==> config.mk <==
export PLATFORM = sky130hd
export DESIGN_NAME = mem_port_arbiter
export DESIGN_NICKNAME = d
export VERILOG_FILES = /design/src/rtl/mem_port_arbiter_pkg.sv /design/src/rtl/mem_port_arbiter_arb_select.sv /design/src/rtl/mem_port_arbiter.sv
export SDC_FILE = /design/constraint.sdc
export NUM_CORES = 1
export LEC_CHECK = 0
export CAP_MARGIN = 20
export CORE_AREA = 2 2 198 200
export CTS_CLUSTER_SIZE = 20
export DETAILED_ROUTE_END_ITERATION = 6
export DIE_AREA = 0 0 200 202
export GPL_ROUTABILITY_DRIVEN = 0
export GPL_TIMING_DRIVEN = 0
export SLEW_MARGIN = 20
export SYNTH_ARGS = -nofsm -noshare
export SYNTH_HDL_FRONTEND = slang
export SYNTH_SLANG_ARGS = --single-unit
==> constraint.sdc <==
create_clock -name clk -period 1.9 [get_ports clk]
set_input_delay 0.38 -clock clk [delete_from_list [all_inputs] [get_ports clk]]
set_output_delay 0.38 -clock clk [all_outputs]
set_load 0.02 [all_outputs]
==> src/rtl/mem_port_arbiter_pkg.sv <==
// Shared types for the core memory-port arbiter: FSM states, fetch access size
// and request bundles sized at the default 64-bit address/data widths.
package mem_port_arbiter_pkg;

   typedef enum logic [1:0] {
      IDLE = 2'd0,
      ADDR = 2'd1,
      DATA = 2'd2
   } arb_state_t;

   localparam logic [2:0] MSIZE4 = 3'b010;

   typedef struct packed {
      logic        valid;
      logic [63:0] addr;
   } ibus_req_t;

   typedef struct packed {
      logic        valid;
      logic [63:0] addr;
      logic [2:0]  size;
      logic [7:0]  strobe;
      logic [63:0] data;
   } dbus_req_t;

   typedef struct packed {
      logic        valid;
      logic        is_write;
      logic [63:0] addr;
      logic [2:0]  size;
      logic [7:0]  strobe;
      logic [63:0] data;
   } cbus_req_t;

endpackage

==> src/rtl/mem_port_arbiter_arb_select.sv <==
// Combinational grant pick between fetch and data requesters; zero latency.
// Default: data wins; with MEM_ARB_RR_EN a contended pick goes to the last loser.
module arb_select (
   input  logic i_ireq_vld,
   input  logic i_dreq_vld,
`ifdef MEM_ARB_RR_EN
   input  logic i_last_owner,
`endif
   output logic o_grant,
   output logic o_owner
);

   always_comb begin
      o_grant = i_ireq_vld | i_dreq_vld;
`ifdef MEM_ARB_RR_EN
      if (i_ireq_vld && i_dreq_vld) begin
         o_owner = ~i_last_owner;
      end else begin
         o_owner = i_dreq_vld;
      end
`else
      o_owner = i_dreq_vld;
`endif
   end

endmodule

==> src/rtl/mem_port_arbiter.sv <==
// Shares one memory port between fetch and data; grant 1 cycle after valid, >=2 cycles/txn.
// Requesters hold valid until granted; one transaction in flight; MEM_ARB_RR_EN enables round-robin.
module mem_port_arbiter
   import mem_port_arbiter_pkg::*;
#(
   parameter int ADDR_W = 64,
   parameter int DATA_W = 64,
   parameter int INST_W = 32
) (
   input  logic              clk,
   input  logic              rst,
   input  logic              ireq_valid,
   input  logic [ADDR_W-1:0] ireq_addr,
   output logic              iresp_addr_ok,
   output logic              iresp_data_ok,
   output logic [INST_W-1:0] iresp_data,
   input  logic              dreq_valid,
   input  logic [ADDR_W-1:0] dreq_addr,
   input  logic [2:0]        dreq_size,
   input  logic [7:0]        dreq_strobe,
   input  logic [DATA_W-1:0] dreq_data,
   output logic              dresp_addr_ok,
   output logic              dresp_data_ok,
   output logic [DATA_W-1:0] dresp_data,
   output logic              creq_valid,
   output logic              creq_is_write,
   output logic [ADDR_W-1:0] creq_addr,
   output logic [2:0]        creq_size,
   output logic [7:0]        creq_strobe,
   output logic [DATA_W-1:0] creq_data,
   input  logic              cresp_addr_ok,
   input  logic              cresp_data_ok,
   input  logic [DATA_W-1:0] cresp_data,
   output logic              busy,
   output logic              owner
);

   arb_state_t        r_state;
   arb_state_t        w_state_nxt;
   logic              r_owner;
   logic              r_is_write;
   logic [ADDR_W-1:0] r_addr;
   logic [2:0]        r_size;
   logic [7:0]        r_strobe;
   logic [DATA_W-1:0] r_data;
   logic              w_grant;
   logic              w_sel_owner;
   logic              w_addr_ok;
   logic              w_data_ok;

`ifdef MEM_ARB_RR_EN
   logic              r_last_owner;
`endif

   arb_select u_arb_select (
      .i_ireq_vld   (ireq_valid),
      .i_dreq_vld   (dreq_valid),
`ifdef MEM_ARB_RR_EN
      .i_last_owner (r_last_owner),
`endif
      .o_grant      (w_grant),
      .o_owner      (w_sel_owner)
   );

   always_comb begin
      w_state_nxt = r_state;
      w_addr_ok   = 1'b0;
      w_data_ok   = 1'b0;
      case (r_state)
         IDLE: begin
            if (w_grant) w_state_nxt = ADDR;
         end
         ADDR: begin
            if (cresp_addr_ok) begin
               w_addr_ok = 1'b1;
               if (cresp_data_ok) begin
                  w_data_ok   = 1'b1;
                  w_state_nxt = IDLE;
               end else begin
                  w_state_nxt = DATA;
               end
            end
         end
         DATA: begin
            if (cresp_data_ok) begin
               w_data_ok   = 1'b1;
               w_state_nxt = IDLE;
            end
         end
         default: w_state_nxt = IDLE;
      endcase
   end

   always_ff @(posedge clk or negedge rst) begin
      if (!rst) begin
         r_state    <= IDLE;
         r_owner    <= 1'b0;
         r_is_write <= 1'b0;
         r_addr     <= '0;
         r_size     <= '0;
         r_strobe   <= '0;
         r_data     <= '0;
`ifdef MEM_ARB_RR_EN
         r_last_owner <= 1'b0;
`endif
      end else begin
         r_state <= w_state_nxt;
         if (r_state == IDLE && w_grant) begin
            r_owner <= w_sel_owner;
`ifdef MEM_ARB_RR_EN
            // Only contended picks move the pointer, so lone requests do not skew fairness.
            if (ireq_valid && dreq_valid) r_last_owner <= w_sel_owner;
`endif
            if (w_sel_owner) begin
               r_is_write <= |dreq_strobe;
               r_addr     <= dreq_addr;
               r_size     <= dreq_size;
               r_strobe   <= dreq_strobe;
               r_data     <= dreq_data;
            end else begin
               r_is_write <= 1'b0;
               r_addr     <= ireq_addr;
               r_size     <= MSIZE4;
               r_strobe   <= '0;
               r_data     <= '0;
            end
         end
      end
   end

   assign busy          = (r_state != IDLE);
   assign owner         = r_owner;
   assign creq_valid    = (r_state == ADDR);
   assign creq_is_write = r_is_write;
   assign creq_addr     = r_addr;
   assign creq_size     = r_size;
   assign creq_strobe   = r_strobe;
   assign creq_data     = r_data;

   assign iresp_addr_ok = w_addr_ok & ~r_owner;
   assign iresp_data_ok = w_data_ok & ~r_owner;
   assign dresp_addr_ok = w_addr_ok & r_owner;
   assign dresp_data_ok = w_data_ok & r_owner;

   // Fetch gets the 32-bit half of the beat selected by the latched word address.
   assign iresp_data = (busy && !r_owner) ?
                       (r_addr[2] ? cresp_data[2*INST_W-1:INST_W] : cresp_data[INST_W-1:0]) : '0;
   assign dresp_data = (busy && r_owner) ? cresp_data : '0;

endmodule

# Yosys cells after proc, flatten, opt, wreduce, memory -nomap -nowiden
# Index checks and enable logic that the tools add are counted.
# W data, S select, Z words.
[classes] eq_ne=5 muxes=18 bitwise=6 reduce_logical=8
[op_table] operator="$mux W64" n=3
[op_table] operator="$mux W32" n=2
[op_table] operator="$mux W2" n=4
[op_table] operator="$mux W8" n=1
[op_table] operator="$reduce_or A8 Y1" n=1
[op_table] operator="$pmux W2 S3" n=1
[op_table] operator="$mux W1" n=5
[op_table] operator="$and A1 B1 Y1" n=4
[op_table] operator="$ne A2 B2 Y1 const B" n=2
[op_table] operator="$logic_and A1 B1 Y1" n=3
[op_table] operator="$mux W3" n=1
[op_table] operator="$reduce_and A3 Y1" n=1
[op_table] operator="$eq A2 B1 Y1 const B" n=1
[op_table] operator="$eq A2 B2 Y1 const B" n=1
[op_table] operator="$logic_not A2 Y1" n=1
[op_table] operator="$ne A2 B1 Y1 const B" n=1
[op_table] operator="$pmux W1 S2" n=1
[op_table] operator="$reduce_bool A2 Y1" n=1
[op_table] operator="$logic_not A1 Y1" n=1
[op_table] operator="$not A1 Y1" n=1
[op_table] operator="$or A1 B1 Y1" n=1
[word_totals] register_bits=143

# Longest topological paths before layout
[depth] ltp_word=4 depth_mapped=8 depth_no_buf=5

# By module
# A second synthesis with hierarchy kept.
[unflattened] cells_unflattened=785 hier_area_um2=7121.8
[modules_own_cells] mod="mem_port_arbiter" n_inst=1 cells_per_inst=783 area_each_um2=7108.1 seq_area_each_um2=3578.4
[modules_own_cells] mod="arb_select" n_inst=1 cells_per_inst=2 area_each_um2=13.8 seq_area_each_um2=0.0

# Worst setup path before layout
# OpenSTA, ideal clock, no wires.
[synth_timing] path_type="reg-to-output" startpoint="register r_state[0]" endpoint="output port iresp_data[10]" arrival_time_ps=1597 path_slack_ps=-77 stages_incl_launch_ff=8 n_path_buf=3 path_cell_list="dfrtp_1 inv_1 ha_1 buf_4 or2_2 clkbuf_1 buf_2 nor2_1"
[synth_between] elab_chain_cells=3
[synth_lines] element="from (decl)" line="mem_port_arbiter.sv:38" text="arb_state_t r_state;"
[synth_lines] element="from (signal assigned)" line="mem_port_arbiter.sv:107" text="r_state <= w_state_nxt;"
[synth_lines] element="$reduce_bool A2 Y1" line="mem_port_arbiter.sv:131" text="assign busy = (r_state != IDLE);"
[synth_lines] element="$logic_and A1 B1 Y1" line="mem_port_arbiter.sv:146" text="assign iresp_data = (busy && !r_owner) ?"
[synth_lines] element="$mux W32" line="mem_port_arbiter.sv:146"
[synth_lines] element="to (decl)" line="mem_port_arbiter.sv:16" text="output logic [INST_W-1:0] iresp_data,"
# Every way passes these cells.

# Worst setup path after layout
[layout_timing] startpoint="register r_owner (netlist: owner)" endpoint="output port dresp_data[19]"
[layout_between] elab_chain_cells=2
[layout_lines] element="from (decl)" line="mem_port_arbiter.sv:40" text="logic r_owner;"
[layout_lines] element="from (signal assigned)" line="mem_port_arbiter.sv:109" text="r_owner <= w_sel_owner;"
[layout_lines] element="$logic_and A1 B1 Y1" line="mem_port_arbiter.sv:148" text="assign dresp_data = (busy && r_owner) ? cresp_data : '0;"
[layout_lines] element="$mux W64" line="mem_port_arbiter.sv:148"
[layout_lines] element="to (decl)" line="mem_port_arbiter.sv:24" text="output logic [DATA_W-1:0] dresp_data,"
# Every way passes these cells.

==> flow_summary.yaml <==
outcome:
  outcome: "complete, but fails checks"
  failed_checks: "negative setup slack"
global_routing:
  groute.layer.met1.usage_pct: 19.2
  grt_antenna_before_repair: 3
  globalRoute.busiestLayer: "met2"
  grt_start_max_net_pins: 84
  grt_util_all_layers_pct: 17.2
  globalRouteMet2Util_pct: 31.6
  wire_length_of_the_first_global_routing_pass_um: 51300
  gr-total-overflow: 0
  gr-usage-met3_pct: 4.96
  vias_in_the_first_global_route: 8176
place:
  placement.setup.worst_slack_ns: -1.01
  hpwl_after_detailed_placement_um: 27500
  numPortBuffers: 514
yosys:
  postSynthNetCount: 1057
  yosys-top-cells-area: "sky130_fd_sc_hd__dfrtp_1, sky130_fd_sc_hd__mux2i_1, sky130_fd_sc_hd__nand2_1"
  distinct_cell_type_count_after_synthesis: 26
  avgSynthCellArea_um2: 9.09
  leading_area_contributor_after_synthesis: "sky130_fd_sc_hd__dfrtp_1"
  netlist_instances: 781
  yosys_register_bits: 143
  ys_warn_count: 0
  total_standard_cell_area_after_synthesis_um2: 7100
  synth_seq_area_share_pct: 50.4
  top_cell_type_s_share_of_synthesized_area_pct: 50.4
setup_path:
  worst_ep_required_time_ns: 1.52
  worst_path_largest_cell_delay_ns: 0.54
  worst_ep_arrival_time_ns: 1.89
  worstSetupStartpointType: "register"
  critical_path.cell_chain: "nor2b_4, buf_12, clkbuf_16, and2_4, buf_6"
  critical_path.n_buffers_inverters: 3
  worstSetupPathType: "reg -> out"
  timing.critical_path.max_delay_family: "flip-flops"
  slowest_stage: "sky130_fd_sc_hd__dfrtp_2"
  worstSetupEndpointType: "output port"
  critical_path.max_fanout: 8
timing:
  max_freq_ghz: 0.440
  fin_hold_ws_ns: 0.466
  tightestPinTransition_ns: 0.540
  layout_min_cycle_time_ns: 2.27
  setup_repair_after_global_routing_missed_its_margin: "yes"
  final-max-slew-violation-count: 0
  final.period_utilization_pct: 120
  hold_viol_final: 0
  setup_slack_ns: -0.372
  worst_slew_margin_rel_pct: 64.0
  finalSetupViolations: 101
  finClkSkew_ns: 0.00798
drt:
  detail_route.vias_per_cell: 4.18
  vias: 7828
  post_drt_wl_per_cell_um: 19.2
  drtPass1Iterations: 5
  route.final.wire_length_um: 35900
  ant_nets: 0
  initialDrtViolationCount: 253
  drc_errors: 0
floorplanning:
  standard_cell_core_area_um2: 38300
  initial_core_util_pct: 18.5
  die-area_um2: 40400
  dieHeight_um: 202
  chipWidth_um: 200
  i_o_pin_cnt: 516
  placement_rows: 72
clock_network:
  cts-htree-levels: 4
  cts.sink_count: 143
  clk_root_buffer_cell: "sky130_fd_sc_hd__clkbuf_16"
  clockBufferDepth: 2
  tritoncts.num_buffers: 17
  clk_pin_slew_ns: 0.06
  insertion_delay_ns: 0.44
  tritoncts_clock_tree: "yes"
power:
  cellLeakagePower_nw: 6.71
  worst_supply_voltage_drop_on_vdd_v: 0.000644
  powerDensity_nw_per_um2: 1740
finish:
  drive_gt1_share_pct: 23.3
  final_common_cell: "sky130_fd_sc_hd__clkdlybuf4s50_1"
  mostFrequentLayoutCells: "sky130_fd_sc_hd__clkdlybuf4s50_1, sky130_fd_sc_hd__nand2_1, sky130_fd_sc_hd__dfrtp_1"
  final_nets: 1616
  area_delta_synth_final_pct: 108
job:
  cap_viol_max_count: 0
hold_path:
  min_path_type: "reg -> reg"
## stage by stage
step / instances / area [um2] / TNS, ns / util [%] / power [mW]
6_report: 1873 / 14700 / -31.89 / 38.5 / 25.6
5_1_grt: 1871 / 14700 / -41.06 / 38.4 / 27.1
4_1_cts: 1866 / 14400 / -46.60 / 37.5 / 25.1
3_5_place_dp: 1814 / 12900 / -100.45 / 33.7 / 18.9
3_3_place_gp: 1813 / 12900 / -921.97 / 33.7 / 18.9
2_1_floorplan: 781 / 7100 / -2.32 / - / 11.8
## per-layer routing
| layer | up-vias | wire [um] |
|---|---|---|
| met5 | - | 13 |
| met4 | 2 | 565 |
| met3 | 32 | 2760 |
| met2 | 331 | 18800 |
| met1 | 3770 | 13700 |
| li1 | 3693 | - |
## cells in the mapped netlist
| cell type | instances |
|---|---|
| sky130_fd_sc_hd__and2_1 | 65 |
| sky130_fd_sc_hd__nand2b_1 | 1 |
| sky130_fd_sc_hd__nor4_1 | 2 |
| sky130_fd_sc_hd__a211oi_1 | 1 |
| sky130_fd_sc_hd__buf_2 | 18 |
| sky130_fd_sc_hd__buf_6 | 1 |
| sky130_fd_sc_hd__nor2b_1 | 5 |
| sky130_fd_sc_hd__or2_2 | 1 |
| sky130_fd_sc_hd__o21ai_1 | 22 |
| sky130_fd_sc_hd__nor3_1 | 2 |
| sky130_fd_sc_hd__o21ai_0 | 43 |
| sky130_fd_sc_hd__o32a_1 | 1 |
| sky130_fd_sc_hd__and3_1 | 1 |
| sky130_fd_sc_hd__nand3_1 | 74 |
| sky130_fd_sc_hd__ha_1 | 3 |
| sky130_fd_sc_hd__a21oi_1 | 1 |
| sky130_fd_sc_hd__dfrtp_1 | 143 |
| sky130_fd_sc_hd__nand2_1 | 217 |
| sky130_fd_sc_hd__nor3b_1 | 1 |
| sky130_fd_sc_hd__clkbuf_1 | 26 |
| sky130_fd_sc_hd__a21o_1 | 1 |
| sky130_fd_sc_hd__buf_4 | 17 |
| sky130_fd_sc_hd__nor2_1 | 34 |
| sky130_fd_sc_hd__o21ai_4 | 1 |
| sky130_fd_sc_hd__inv_1 | 3 |
| sky130_fd_sc_hd__mux2i_1 | 97 |
## worst paths after layout
| kind | from | endpoint | slack [ns] | depth (start not counted) |
|---|---|---|---|---|
| worst max-delay path | owner | dresp_data[19] | -0.37 | 5 |
| worst min-delay path | creq_strobe[7] | creq_strobe[7] | 0.47 | 2 |
| worst max register to register | r_state[1] | creq_data[16] | 0.10 | 10 |
| worst min register to register | creq_strobe[7] | creq_strobe[7] | 0.47 | 2 |
| max in group asynchronous | rst | creq_size[1] | 0.59 | 3 |
| min in group asynchronous | rst | creq_data[40] | 0.49 | 2 |
## state kept, by name, summed over array words and instances (netlist names)
name and flops:
creq_addr 64, creq_data 64, creq_is_write 1, creq_size 3, creq_strobe 8, owner 1, r_state 2
## what timing repair did
action | in CTS | in global routing
pin swaps | 20 | 22
hold buffers | 1 | 0
gates resized for setup | 756 | 85
gates cloned | 7 | 3
setup buffers | 14 | 3
endpoints found under the setup margin | 114 | 244
hold endpoints to repair | 60 | 0
## cell families (layout without fill, tap and decap cells)
logic type,count (synthesis),in the layout,share of synthesized area [%]
AND/OR/NAND/NOR,403,403,25.4
other,0,3,0
multiplexers,97,97,13.7
adder cells (fa/ha/maj),3,3,0.529
AO/OA/AOI/OAI,70,70,5.24
buffers and inverters,65,636,4.76
flip-flops,143,143,50.4
## worst reg2reg max path, delay by kind of cell (launching register included)
kind	cells	cell delay [ns]
compound gates	1	0.09
fa+ha+maj	1	0.20
buf+inv	6	0.86
flops	1	0.39
simple gates	2	0.14
## power breakdown
group          switching (mW)  internal (mW)
clock network            1.39           2.66
registers               0.882           4.56
logic                    8.38           7.75
## cell type report
| class | count | area [um2] |
|---|---|---|
| well taps | 518 | 648 |
| repair buffers | 543 | 5630 |
| clock buffers | 21 | 460 |
| plain buffers | 59 | 571 |
| diodes | 3 | 7.51 |
| flip-flops and latches | 143 | 3580 |
| multi-input cells | 573 | 3590 |
| fillers | 3839 | 23600 |
| inverters | 3 | 13.8 |
| clock inverters | 10 | 231 |
No activity file was read; power rests on OpenSTA's default activity.
